## src/rtl/serial_subtractor.sv

```systemverilog
// Bit-serial LSB-first subtractor: one full-subtractor cell plus a borrow flop,
// computing diff = a - b over WIDTH cycles with valid/ready on both sides.
module serial_subtractor #(
  parameter int WIDTH = 8
) (
  input  logic             clk,
  input  logic             rst_n,
  input  logic             in_valid,
  output logic             in_ready,
  input  logic [WIDTH-1:0] a,
  input  logic [WIDTH-1:0] b,
  output logic             out_valid,
  input  logic             out_ready,
  output logic [WIDTH-1:0] diff,
  output logic             bout,
  output logic             busy,
  output logic [1:0]       dbg_state_o
);

  // Handshake: a transfer happens on a rising edge where valid && ready are both
  // high; the producer holds valid until then, ready never depends on valid.

  localparam int CW = (WIDTH > 1) ? $clog2(WIDTH) : 1;
  localparam logic [CW-1:0] CNT_LAST = CW'(WIDTH - 1);

  localparam logic [1:0] S_IDLE = 2'd0;
  localparam logic [1:0] S_RUN  = 2'd1;
  localparam logic [1:0] S_HOLD = 2'd2;

  logic [1:0]       state_q, state_d;
  logic [WIDTH-1:0] sa_q, sa_d;
  logic [WIDTH-1:0] sb_q, sb_d;
  logic [WIDTH-1:0] res_q, res_d;
  logic [WIDTH-1:0] diff_q, diff_d;
  logic             bout_q, bout_d;
  logic             borrow_q, borrow_d;
  logic [CW-1:0]    cnt_q, cnt_d;

  logic             x, y, d, br_next;
  logic [WIDTH-1:0] res_shift;

  assign x         = sa_q[0];
  assign y         = sb_q[0];
  assign d         = x ^ y ^ borrow_q;
  assign br_next   = (~x & y) | (~(x ^ y) & borrow_q);
  // New difference bit enters at the MSB so the LSB-first stream lands in place.
  assign res_shift = WIDTH'({d, res_q} >> 1);

  always_comb begin
    state_d  = state_q;
    sa_d     = sa_q;
    sb_d     = sb_q;
    res_d    = res_q;
    diff_d   = diff_q;
    bout_d   = bout_q;
    borrow_d = borrow_q;
    cnt_d    = cnt_q;
    case (state_q)
      S_IDLE: begin
        if (in_valid) begin
          sa_d     = a;
          sb_d     = b;
          borrow_d = 1'b0;
          cnt_d    = '0;
          state_d  = S_RUN;
        end
      end
      S_RUN: begin
        res_d    = res_shift;
        sa_d     = sa_q >> 1;
        sb_d     = sb_q >> 1;
        borrow_d = br_next;
        if (cnt_q == CNT_LAST) begin
          diff_d  = res_shift;
          bout_d  = br_next;
          state_d = S_HOLD;
        end else begin
          cnt_d = cnt_q + CW'(1);
        end
      end
      S_HOLD: begin
        if (out_ready) state_d = S_IDLE;
      end
      default: state_d = S_IDLE;
    endcase
  end

  always_ff @(posedge clk or negedge rst_n) begin
    if (!rst_n) begin
      state_q  <= S_IDLE;
      sa_q     <= '0;
      sb_q     <= '0;
      res_q    <= '0;
      diff_q   <= '0;
      bout_q   <= 1'b0;
      borrow_q <= 1'b0;
      cnt_q    <= '0;
    end else begin
      state_q  <= state_d;
      sa_q     <= sa_d;
      sb_q     <= sb_d;
      res_q    <= res_d;
      diff_q   <= diff_d;
      bout_q   <= bout_d;
      borrow_q <= borrow_d;
      cnt_q    <= cnt_d;
    end
  end

  assign in_ready    = (state_q == S_IDLE);
  assign busy        = (state_q == S_RUN);
  assign out_valid   = (state_q == S_HOLD);
  assign diff        = diff_q;
  assign bout        = bout_q;
  assign dbg_state_o = state_q;

endmodule

```

## config.mk

```make
export PLATFORM = sky130hd
export DESIGN_NAME = serial_subtractor
export DESIGN_NICKNAME = d
export VERILOG_FILES = /design/src/rtl/serial_subtractor.sv
export SDC_FILE = /design/constraint.sdc
export NUM_CORES = 1
export LEC_CHECK = 0
export CAP_MARGIN = 20
export CORE_UTILIZATION = 30
export DETAILED_ROUTE_END_ITERATION = 10
export DONT_BUFFER_PORTS = 1
export PLACE_DENSITY_LB_ADDON = 0.25
export SYNTH_ARGS = -nofsm -noshare
export SYNTH_HDL_FRONTEND = slang
export SYNTH_SLANG_ARGS = --single-unit
```

## constraint.sdc

```tcl
create_clock -name clk -period 4.4 [get_ports clk]
set_input_delay 0.66 -clock clk [delete_from_list [all_inputs] [get_ports clk]]
set_output_delay 0.66 -clock clk [all_outputs]
set_load 0.005 [all_outputs]
```

-- After elaboration in Yosys (flattened, before gate mapping)
Index checks and enable logic that the tools add are counted.
W data, S select, Z words.
- register bits: 39
- bits in latches: 0
- RAM bits: 0
- ROM bits: 0
- input bits: 20
- memories kept: 0
- add/subtract/negate cells: 1
- $mul: 0
- div/mod/pow operators: 0
- order comparisons: 0
- equal/unequal tests: 7
- shift-type cells: 0
- multiplexer cells: 13
- bitwise gates (word level): 7
- reduce and logical (&&, ||, !) cells: 6
- operators with widths (operator ; number):
    $pmux W8 S2 ; 2
    $mux W8 ; 2
    $mux W2 ; 3
    $mux W3 ; 2
    $pmux W2 S3 ; 1
    $pmux W3 S2 ; 1
    $reduce_and A3 Y1 ; 2
    $ne A2 B1 Y1 const B ; 2
    $ne A2 B2 Y1 const B ; 2
    $reduce_and A2 Y1 ; 2
    $add A3 B1 Y3 const B ; 1
    $eq A3 B3 Y1 const B ; 1
    $and A1 B1 Y1 ; 2
    $eq A2 B1 Y1 const B ; 1
    $eq A2 B2 Y1 const B ; 1
    $logic_not A2 Y1 ; 1
    $not A1 Y1 ; 2
    $pmux W1 S2 ; 1
    $reduce_bool A2 Y1 ; 1
    $xor A1 B1 Y1 ; 2
    $mux W1 ; 1
    $or A1 B1 Y1 ; 1

-- Depth between registers and ports, before layout
- word-level depth: 5
- mapped depth: 6

-- Worst setup path after synthesis
Ideal clock, no wire load.
- kind: register to output
- from: register state_q[1], in the netlist dbg_state_o[1]
- to: output out_valid
- arrival time: 0.861 ns
- slack: 2.879 ns
- cell stages (with the launch flop): 5
- buffers on the path: 2
- cells stage by stage: dfrtp_1 > buf_4 > inv_2 > buf_2 > nor2_1
- cells in the longest elaborated chain, start to end: 1
- ends and longest elaborated chain (item ; line ; source):
    start: declaration ; 30 ; logic [1:0] state_q, state_d;
    start signal: assignment ; 99 ; state_q <= state_d;
    $eq A2 B2 Y1 ; 112 ; assign out_valid = (state_q == S_HOLD);
    end: declaration ; 12 ; output logic out_valid,
Every way passes these cells.

-- Worst setup path in the final report
- from: register state_q[1], in the netlist dbg_state_o[1]
- to: output busy
- cells in the longest elaborated chain, start to end: 1
- ends and longest elaborated chain (item ; line ; source):
    $eq A2 B1 Y1 ; 111 ; assign busy = (state_q == S_RUN);
    end: declaration ; 16 ; output logic busy,
Every way passes these cells.

==> results.cfg <==
[logic_synthesis]
syn_inst = 136
synth_area_um2 = 1710
yosys-top-cells-count = dfrtp_1, o22ai_1, a21oi_1
ys_top_cells_by_area = dfrtp_1, o22ai_1, mux2_4, mux2_2, a21oi_1
synth_edf_count = 0
synth_area_per_cell_um2 = 12.6
ys_warn_count = 0
synth_nets = 159
yosysSeqAreaShare_pct = 55.5
ys_seq_elements = 38
synthDistinctLibCells = 29
synth-async-reset-ratio_pct = 100
ys.flop_type = dfrtp_1
yosysTopAreaCell = dfrtp_1
yosysMostFrequentCell = dfrtp_1
yosys.area.top_type_share_pct = 55.5

[worst_setup_path]
crit_path_max_fanout = 19
crit_type = flip-flop to output pin
required_ns = 3.74
worst_setup_path_start_kind = flip-flop
cp.arrival_ns = 1.75
critPathCaptureType = output pin

[cts]
hold_buffers = 0
clk-insertion-delay-late_ns = 0.28
clk_pin_slew_ns = 0.07
clockRootBuffer = clkbuf_8
post_cts_resize_count = 0
max-clock-path-buffers = 2
cts-buffers-inserted = 5
numClockSinks = 38
tritoncts = yes
cts_setup_buffers = 0
h-tree-depth = 2

[sta]
setup_tns_ns = 0
finalHoldViolations = 0
rsz0062_at_grt = false
period_needed_ns = 2.41
worstMarginPinSlew_ns = 0.805
finClkSkew_ns = 0.00695
report.final.slew_viol_count = 0
fmax_mhz = 415
finalCritPeriodShare_pct = 54.8
finalSetupViolations = 0
relSlewSlack_pct = 46.4

[floorplan]
die-area_um2 = 6020
die_h_um = 77.6
core_um2 = 5510
start_util_pct = 31.1
rows = 27
die_width_um = 77.6
ios = 34

[global_routing]
globalRouteOverflowTotal = 0
grt_usage_pct = 12.6
antenna_found_initial = 0
grt_pass1_vias = 1122
grt_pass1_wl_um = 5750
grt_max_degree = 39

[layout]
seqCellArea_um2 = 951
multiInputGateArea_um2 = 672
syn2layout_area_growth_pct = 5.70
nFillCells = 543
diodes = 0
final_nets = 157
drive_gt1_share_pct = 23.1

[route]
via_per_inst = 5.21
detail_route.wl_per_cell_um = 16.1
drc = 0
drt-pass1-iter-count = 4
drt_wl_total_um = 3330
drtIter0Drc = 78
ant_nets = 0
vias = 1073

[power]
leakage_uw = 0.000777
power_density_nw_per_um2 = 728
total_power_uw = 1320
peakVddDrop_mv = 0.277

[place]
port-buffer-count = 0
place_congestion = 0.690
post-dp-hpwl_um = 2350

[run]
maxCapViolations = 0

[min_path]
hp-class = input port to asynchronous set/reset pin

[status]
status = finished, final reports clean
-- critical path, cell delays in order (launching register included) --
cell	delay [ns]
dfrtp_1	0.62
nand2b_1	0.70
inv_1	0.14
-- per-layer routing --
metal  share of wire, %  GRT usage [%]
met5                  0              0
met4                2.0           5.47
met3                6.9           4.24
met2                 44           17.9
met1                 48           17.2
-- logic make-up after synthesis --
| logic type | Yosys count | synth area share [%] |
|---|---|---|
| adder cells (fa/ha/maj) | 3 | 2.63 |
| AO/OA/AOI/OAI | 46 | 17.9 |
| buffers and inverters | 14 | 5.26 |
| flip-flops | 38 | 55.5 |
| AND/OR/NAND/NOR | 20 | 7.30 |
| multiplexers | 15 | 11.4 |
-- layout make-up --
type	count	area share (%)
Sequential cell	38	52.5
Multi-Input combinational cell	84	37.1
Tap cell	72	4.98
Clock buffer	5	3.80
Inverter	5	1.04
Clock inverter	2	0.553
-- through the flow --
| step | util (%) | hold WS (ns) | cells | cell area [um2] | setup slack, ns |
|---|---|---|---|---|---|
| detailed placement | 31.4 | 0.366 | 199 | 1730 | 2.26 |
| floorplan | - | 0.364 | 136 | 1710 | 2.88 |
| finish | 32.9 | 0.0631 | 206 | 1810 | 1.99 |
| global placement | 31.4 | 0.366 | 199 | 1730 | 2.30 |
| global route | 32.9 | 0.0405 | 206 | 1810 | 1.77 |
| CTS | 32.9 | 0.0520 | 206 | 1810 | 1.94 |
-- cell usage in the layout (no fill, tap or decap), drive strengths merged --
cell      n
dfrtp    38
o22ai    19
mux2     15
a21oi     9
o21ai     5
clkbuf    5
inv       5
nor2      5
nand2     4
a2bb2oi   4
nand3b    4
nand2b    4
o221a     3
o2bb2ai   3
a22oi     2
ha        2
clkinv    2
o31ai     1
nor2b     1
or2       1
nor3      1
fa        1
-- power by group --
group	leakage (uW)	internal, uW	switching (uW)
clock network	0.0000438	106	115
logic	0.000276	250	197
registers	0.000457	516	133
total	0.000777	872	446
-- final timing paths --
path / from / to / slack [ns] / cells past startpoint
worst max-delay path: dbg_state_o[1]$_DFFE_PN0P_ / busy / 1.99 / 2
worst min-delay path: rst_n / diff[1]$_DFFE_PN0P_ / 0.06 / 0
worst max register to register: dbg_state_o[1]$_DFFE_PN0P_ / res_q[6]$_DFFE_PN0N_ / 2.55 / 2
worst min register to register: res_q[1]$_DFFE_PN0N_ / diff[0]$_DFFE_PN0P_ / 0.51 / 1
max in group asynchronous: rst_n / sb_q[3]$_DFFE_PN0P_ / 4.25 / 0
min in group clk: out_ready / dbg_state_o[1]$_DFFE_PN0P_ / 0.46 / 1
-- flip-flops by register name (all words and copies together) (netlist names) --
name	cells
diff	8
res_q	7
borrow_q	1
sa_q	8
bout	1
sb_q	8
dbg_state_o	2
cnt_q	3
(Power assumes the default switching activity.)
